### src/rtl/fifo_ctrl.sv
// FIFO pointer/flag controller: qualifies push/pop requests, tracks occupancy
// with AW+1-bit binary pointers and raises status and sticky error flags.
module fifo_ctrl #(
  parameter int AW     = 4,
  parameter int AF_LVL = (1 << AW) - 2,
  parameter int AE_LVL = 2
) (
  input  logic          clk,
  input  logic          rstn,
  input  logic          clr,
  input  logic          wr_req,
  input  logic          rd_req,
  output logic          wr_en,
  output logic          rd_en,
  output logic [AW-1:0] waddr,
  output logic [AW-1:0] raddr,
  output logic [AW:0]   level,
  output logic          full,
  output logic          empty,
  output logic          almost_full,
  output logic          almost_empty,
  output logic          overflow,
  output logic          underflow
);

  localparam int          DEPTH   = 1 << AW;
  localparam logic [AW:0] DEPTH_L = (AW+1)'(DEPTH);
  localparam logic [AW:0] AF_L    = (AW+1)'(AF_LVL);
  localparam logic [AW:0] AE_L    = (AW+1)'(AE_LVL);
  localparam logic [AW:0] ONE     = (AW+1)'(1);

  logic [AW:0] wptr_q, wptr_d;
  logic [AW:0] rptr_q, rptr_d;
  logic        overflow_q, overflow_d;
  logic        underflow_q, underflow_d;

  // Occupancy comes only from registered pointers, so flags lag strobes by one edge.
  assign level        = wptr_q - rptr_q;
  assign full         = (level == DEPTH_L);
  assign empty        = (level == '0);
  assign almost_full  = (level >= AF_L);
  assign almost_empty = (level <= AE_L);

  assign wr_en = wr_req & ~full & ~clr;
  assign rd_en = rd_req & ~empty & ~clr;

  assign waddr     = wptr_q[AW-1:0];
  assign raddr     = rptr_q[AW-1:0];
  assign overflow  = overflow_q;
  assign underflow = underflow_q;

  always_comb begin
    wptr_d      = wptr_q;
    rptr_d      = rptr_q;
    overflow_d  = overflow_q;
    underflow_d = underflow_q;
    if (clr) begin
      wptr_d      = '0;
      rptr_d      = '0;
      overflow_d  = 1'b0;
      underflow_d = 1'b0;
    end else begin
      if (wr_en) wptr_d = wptr_q + ONE;
      if (rd_en) rptr_d = rptr_q + ONE;
      if (wr_req && full)  overflow_d  = 1'b1;
      if (rd_req && empty) underflow_d = 1'b1;
    end
  end

  always_ff @(posedge clk) begin
    if (!rstn) begin
      wptr_q      <= '0;
      rptr_q      <= '0;
      overflow_q  <= 1'b0;
      underflow_q <= 1'b0;
    end else begin
      wptr_q      <= wptr_d;
      rptr_q      <= rptr_d;
      overflow_q  <= overflow_d;
      underflow_q <= underflow_d;
    end
  end

endmodule

### config.mk
export PLATFORM = sky130hd
export DESIGN_NAME = fifo_ctrl
export DESIGN_NICKNAME = d
export VERILOG_FILES = /design/src/rtl/fifo_ctrl.sv
export SDC_FILE = /design/constraint.sdc
export NUM_CORES = 1
export LEC_CHECK = 0
export BUFFER_PORTS_ARGS = -buffer_cell sky130_fd_sc_hd__buf_4
export CAP_MARGIN = 5
export CORE_MARGIN = 2
export CORE_UTILIZATION = 50
export CTS_CLUSTER_SIZE = 12
export DETAILED_ROUTE_END_ITERATION = 10
export PLACE_DENSITY = 0.76
export SLEW_MARGIN = 20
export SYNTH_ARGS = -nofsm -noshare
export SYNTH_HDL_FRONTEND = slang
export SYNTH_SLANG_ARGS = --single-unit
### constraint.sdc
create_clock -name clk -period 2.6 [get_ports clk]
set_clock_uncertainty 0.05 [all_clocks]
set_input_delay 0.39 -clock clk [delete_from_list [all_inputs] [get_ports clk]]
set_output_delay 0.39 -clock clk [all_outputs]
set_load 0.05 [all_outputs]
==> qor.csv <==
stage,metric,value,unit
outcome,outcome,finished with violations,
outcome,failing checks,negative setup slack,
critical_path,CP max stage delay,400,ps
run,max-cap violations,0,
synthesis,Yosys cell types,36,
critical_path,cell repeated most along the worst path,inv_2,
synthesis,post-synthesis sequential area ratio,0.274,
routing,1st-iter DRT viols,15,
worst_hold_path,hold endpoint,overflow,
cts,CTS tree,built,
place,Buffers on Ports,25,
cts,clock root cell,clkbuf_4,
critical_path,arrival time at the worst endpoint,2360,ps
power,Cell Pwr Density,461,nW/µm²
synthesis,number of synthesized register bits,12,
worst_hold_path,min-delay src,wr_req,
sta,"Hold Vio Cnt, Final",0,
floorplanning,Die Wd,45.9,µm
power,VDD IR-drop max,0.000456,V
global_route,GRT Resource Usage Total,0.261,
cells_and_area,Post-Route Utilization,0.786,
routing,wire per inst,16.4,µm
cts,clk sinks,12,
synthesis,Post-Syn Area,877,µm²
synthesis,"area leader, netlist",dfxtp_1,
floorplanning,Row Count,15,
routing,DRT Pass-1 Iters,4,
floorplanning,# IOs,26,
sta,Slew headroom,0.641,
synthesis,ranking of synthesized cells by area,"dfxtp_1 (27%), ha_1 (8.6%), buf_4 (6.8%)",
sta,setup TNS,-467,ps
critical_path,worst r2r src,wptr_q[0],
sta,post-layout min period,2800,ps
worst_hold_path,worst hold path type,input pin to register,
synthesis,syn_nets,115,
sta,Fin Hold WS,338,ps
critical_path,Worst EP required,2160,ps
critical_path,R2R Setup Slk,50,ps
global_route,largest net degree at the start of global routing,12,
cells_and_area,Storage cell area,245,µm²
sta,RSZ-0062 raised after global routing,yes,
worst_hold_path,WHS Path Cells,3,
critical_path,CP Cell Sequence,inv_2 > ha_4 > inv_2 > fa_2 > xor2_4 > or3_4 > a2111oi_4 > buf_12 > nor3_4 > buf_6,
cells_and_area,fraction of final layout cells sized beyond drive strength 1,0.540,
global_route,initial antenna violation count,0,
cells_and_area,area of the multi-input gates,647,µm²
cells_and_area,fin nets,153,
global_route,vias in the first global route,866,
place,placed cell areas,1180,µm²
sta,"Slew Viols, Final",0,
critical_path,"Slowest-stage cell, CP",fa_2,
floorplanning,die area,2100,µm²
place,Final GP Congestion,0.787,
critical_path,CP Class,register to output port,
critical_path,largest fanout on the critical path,6,
cells_and_area,Syn-to-layout area delta,51.4,%
critical_path,CP top delay family,adder cells,
power,Total Power,0.611,mW
critical_path,Critical Path End Type,output port,
routing,total wire length,2550,µm
synthesis,Post-synth EDFFs,0,
routing,ANT nets after route,0,
cts,CTS Buf Count,3,
cells_and_area,"commonest non-fill, non-tap cell in the layout",buf_4,
cells_and_area,Fillers,117,
sta,PnR worst setup slack,-197,ps
synthesis,"Avg Cell Area, Syn",8.52,µm²
power,leakage,0.573,nW
cells_and_area,antenna diode count,0,
cells_and_area,most frequent cells in the layout,"buf_4 (37), dfxtp_1 (10), inv_1 (6), a21oi_1 (6)",
cts,H-tree levels,1,
floorplanning,Initial Utilization,0.519,
place,DP HPWL,1720,µm
floorplanning,Core ar.,1690,µm²
routing,# DRC,0,
synthesis,area fraction of the dominant cell type after synthesis,0.274,
synthesis,Main synth FF type,dfxtp_1,
sta,final setup fails,4,
critical_path,R2R depth,12,
sta,fmax,357,MHz
cts,Clock transition at path regs,70,ps
cts,worst skew pair latency,280,ps
synthesis,post-synthesis instance total,103,
floorplanning,die height,45.9,µm
routing,via/cell ratio,5.99,
synthesis,"Async S/R FF share, synth",0,
critical_path,Critical Path Start Type,register,
critical_path,worst reg2reg endpoint,wptr_q[4],
sta,Final Cycle Share,1.08,
cells_and_area,fin area,1330,µm²
critical_path,worst path buffer plus inverter count,4,
global_route,global-route wire length before repair,3820,µm
global_route,GRT Residual Overflow,0,
synthesis,Yosys warning total,0,
routing,total number of vias,935,
sta,Slew @ Worst Pin,538,ps
cts,clk buf depth,2,
==> layout make-up <==
cell class                 instances  area share
multi-input combinational         72       0.487
timing repair buffer              43       0.270
sequential                        12       0.185
inverter                           9      0.0254
clock buffer                       3      0.0170
tap                               17      0.0160
==> routing by layer <==
| layer | vias up | global-route usage | wire length [µm] |
|---|---|---|---|
| met5 | - | 0 | 0 |
| met4 | 0 | 0.177 | 121 |
| met3 | 10 | 0.0238 | 108 |
| met2 | 35 | 0.442 | 1310 |
| met1 | 441 | 0.306 | 1010 |
| li1 | 449 | - | - |
==> cell usage after synthesis, drive strengths merged (2+ instances only) <==
| master | n |
|---|---|
| and3 | 2 |
| o21ai | 9 |
| nor2b | 2 |
| nand2 | 3 |
| a2111oi | 2 |
| a21oi | 12 |
| dfxtp | 12 |
| inv | 9 |
| ha | 6 |
| xor2 | 2 |
| nand3 | 2 |
| o21a | 2 |
| nand4 | 3 |
| or3 | 8 |
| nor3 | 4 |
| nor2 | 4 |
| buf | 9 |
==> power by group <==
group	switching, mW	internal [mW]
Sequential	0.00277	0.187
Clock	0.0651	0.0538
Combinational	0.178	0.124
==> state kept, by name, indices dropped and copies added, names as in the netlist <==
signal,flops
rptr_q,5
wptr_q,5
overflow,1
underflow,1
==> worst min-delay path, cell delays in order <==
cell	delay, ps
buf_4	110
a21oi_1	60
nor2_1	70
==> kinds of logic (layout without fill, tap and decap cells) <==
logic type,Yosys count,after routing,synth area share
AO/OA/AOI/OAI,30,30,0.247
XOR/XNOR,2,2,0.0200
adder cells (fa/ha/maj),7,7,0.108
buffers and inverters,19,55,0.124
flip-flops,12,12,0.274
AND/OR/NAND/NOR,33,33,0.227
==> per-stage QoR <==
step | std cells | setup WS [ps]
5_1_grt | 156 | -266
2_1_floorplan | 103 | -95.3
3_3_place_gp | 144 | 66.0
3_5_place_dp | 144 | 26.5
4_1_cts | 154 | -281
6_report | 156 | -197
==> repair_timing <==
action,4_1_cts,5_1_grt
hold buffers,0,0
pin swaps,3,1
setup endpoints to repair,6,9
gates resized for setup,9,5
setup buffers,7,2
==> worst max-delay path by stage <==
stage,depth (start not counted),from,slack (ps),endpoint
after CTS,10,wptr_q[0],-280,wr_en
after global placement,9,rptr_q[0],70,wr_en
after global routing,10,wptr_q[0],-270,wr_en
after floorplan,9,wptr_q[0],-100,wr_en
after detailed placement,9,rptr_q[0],30,wr_en
final,10,wptr_q[0],-200,wr_en
(Power assumes the default switching activity.)
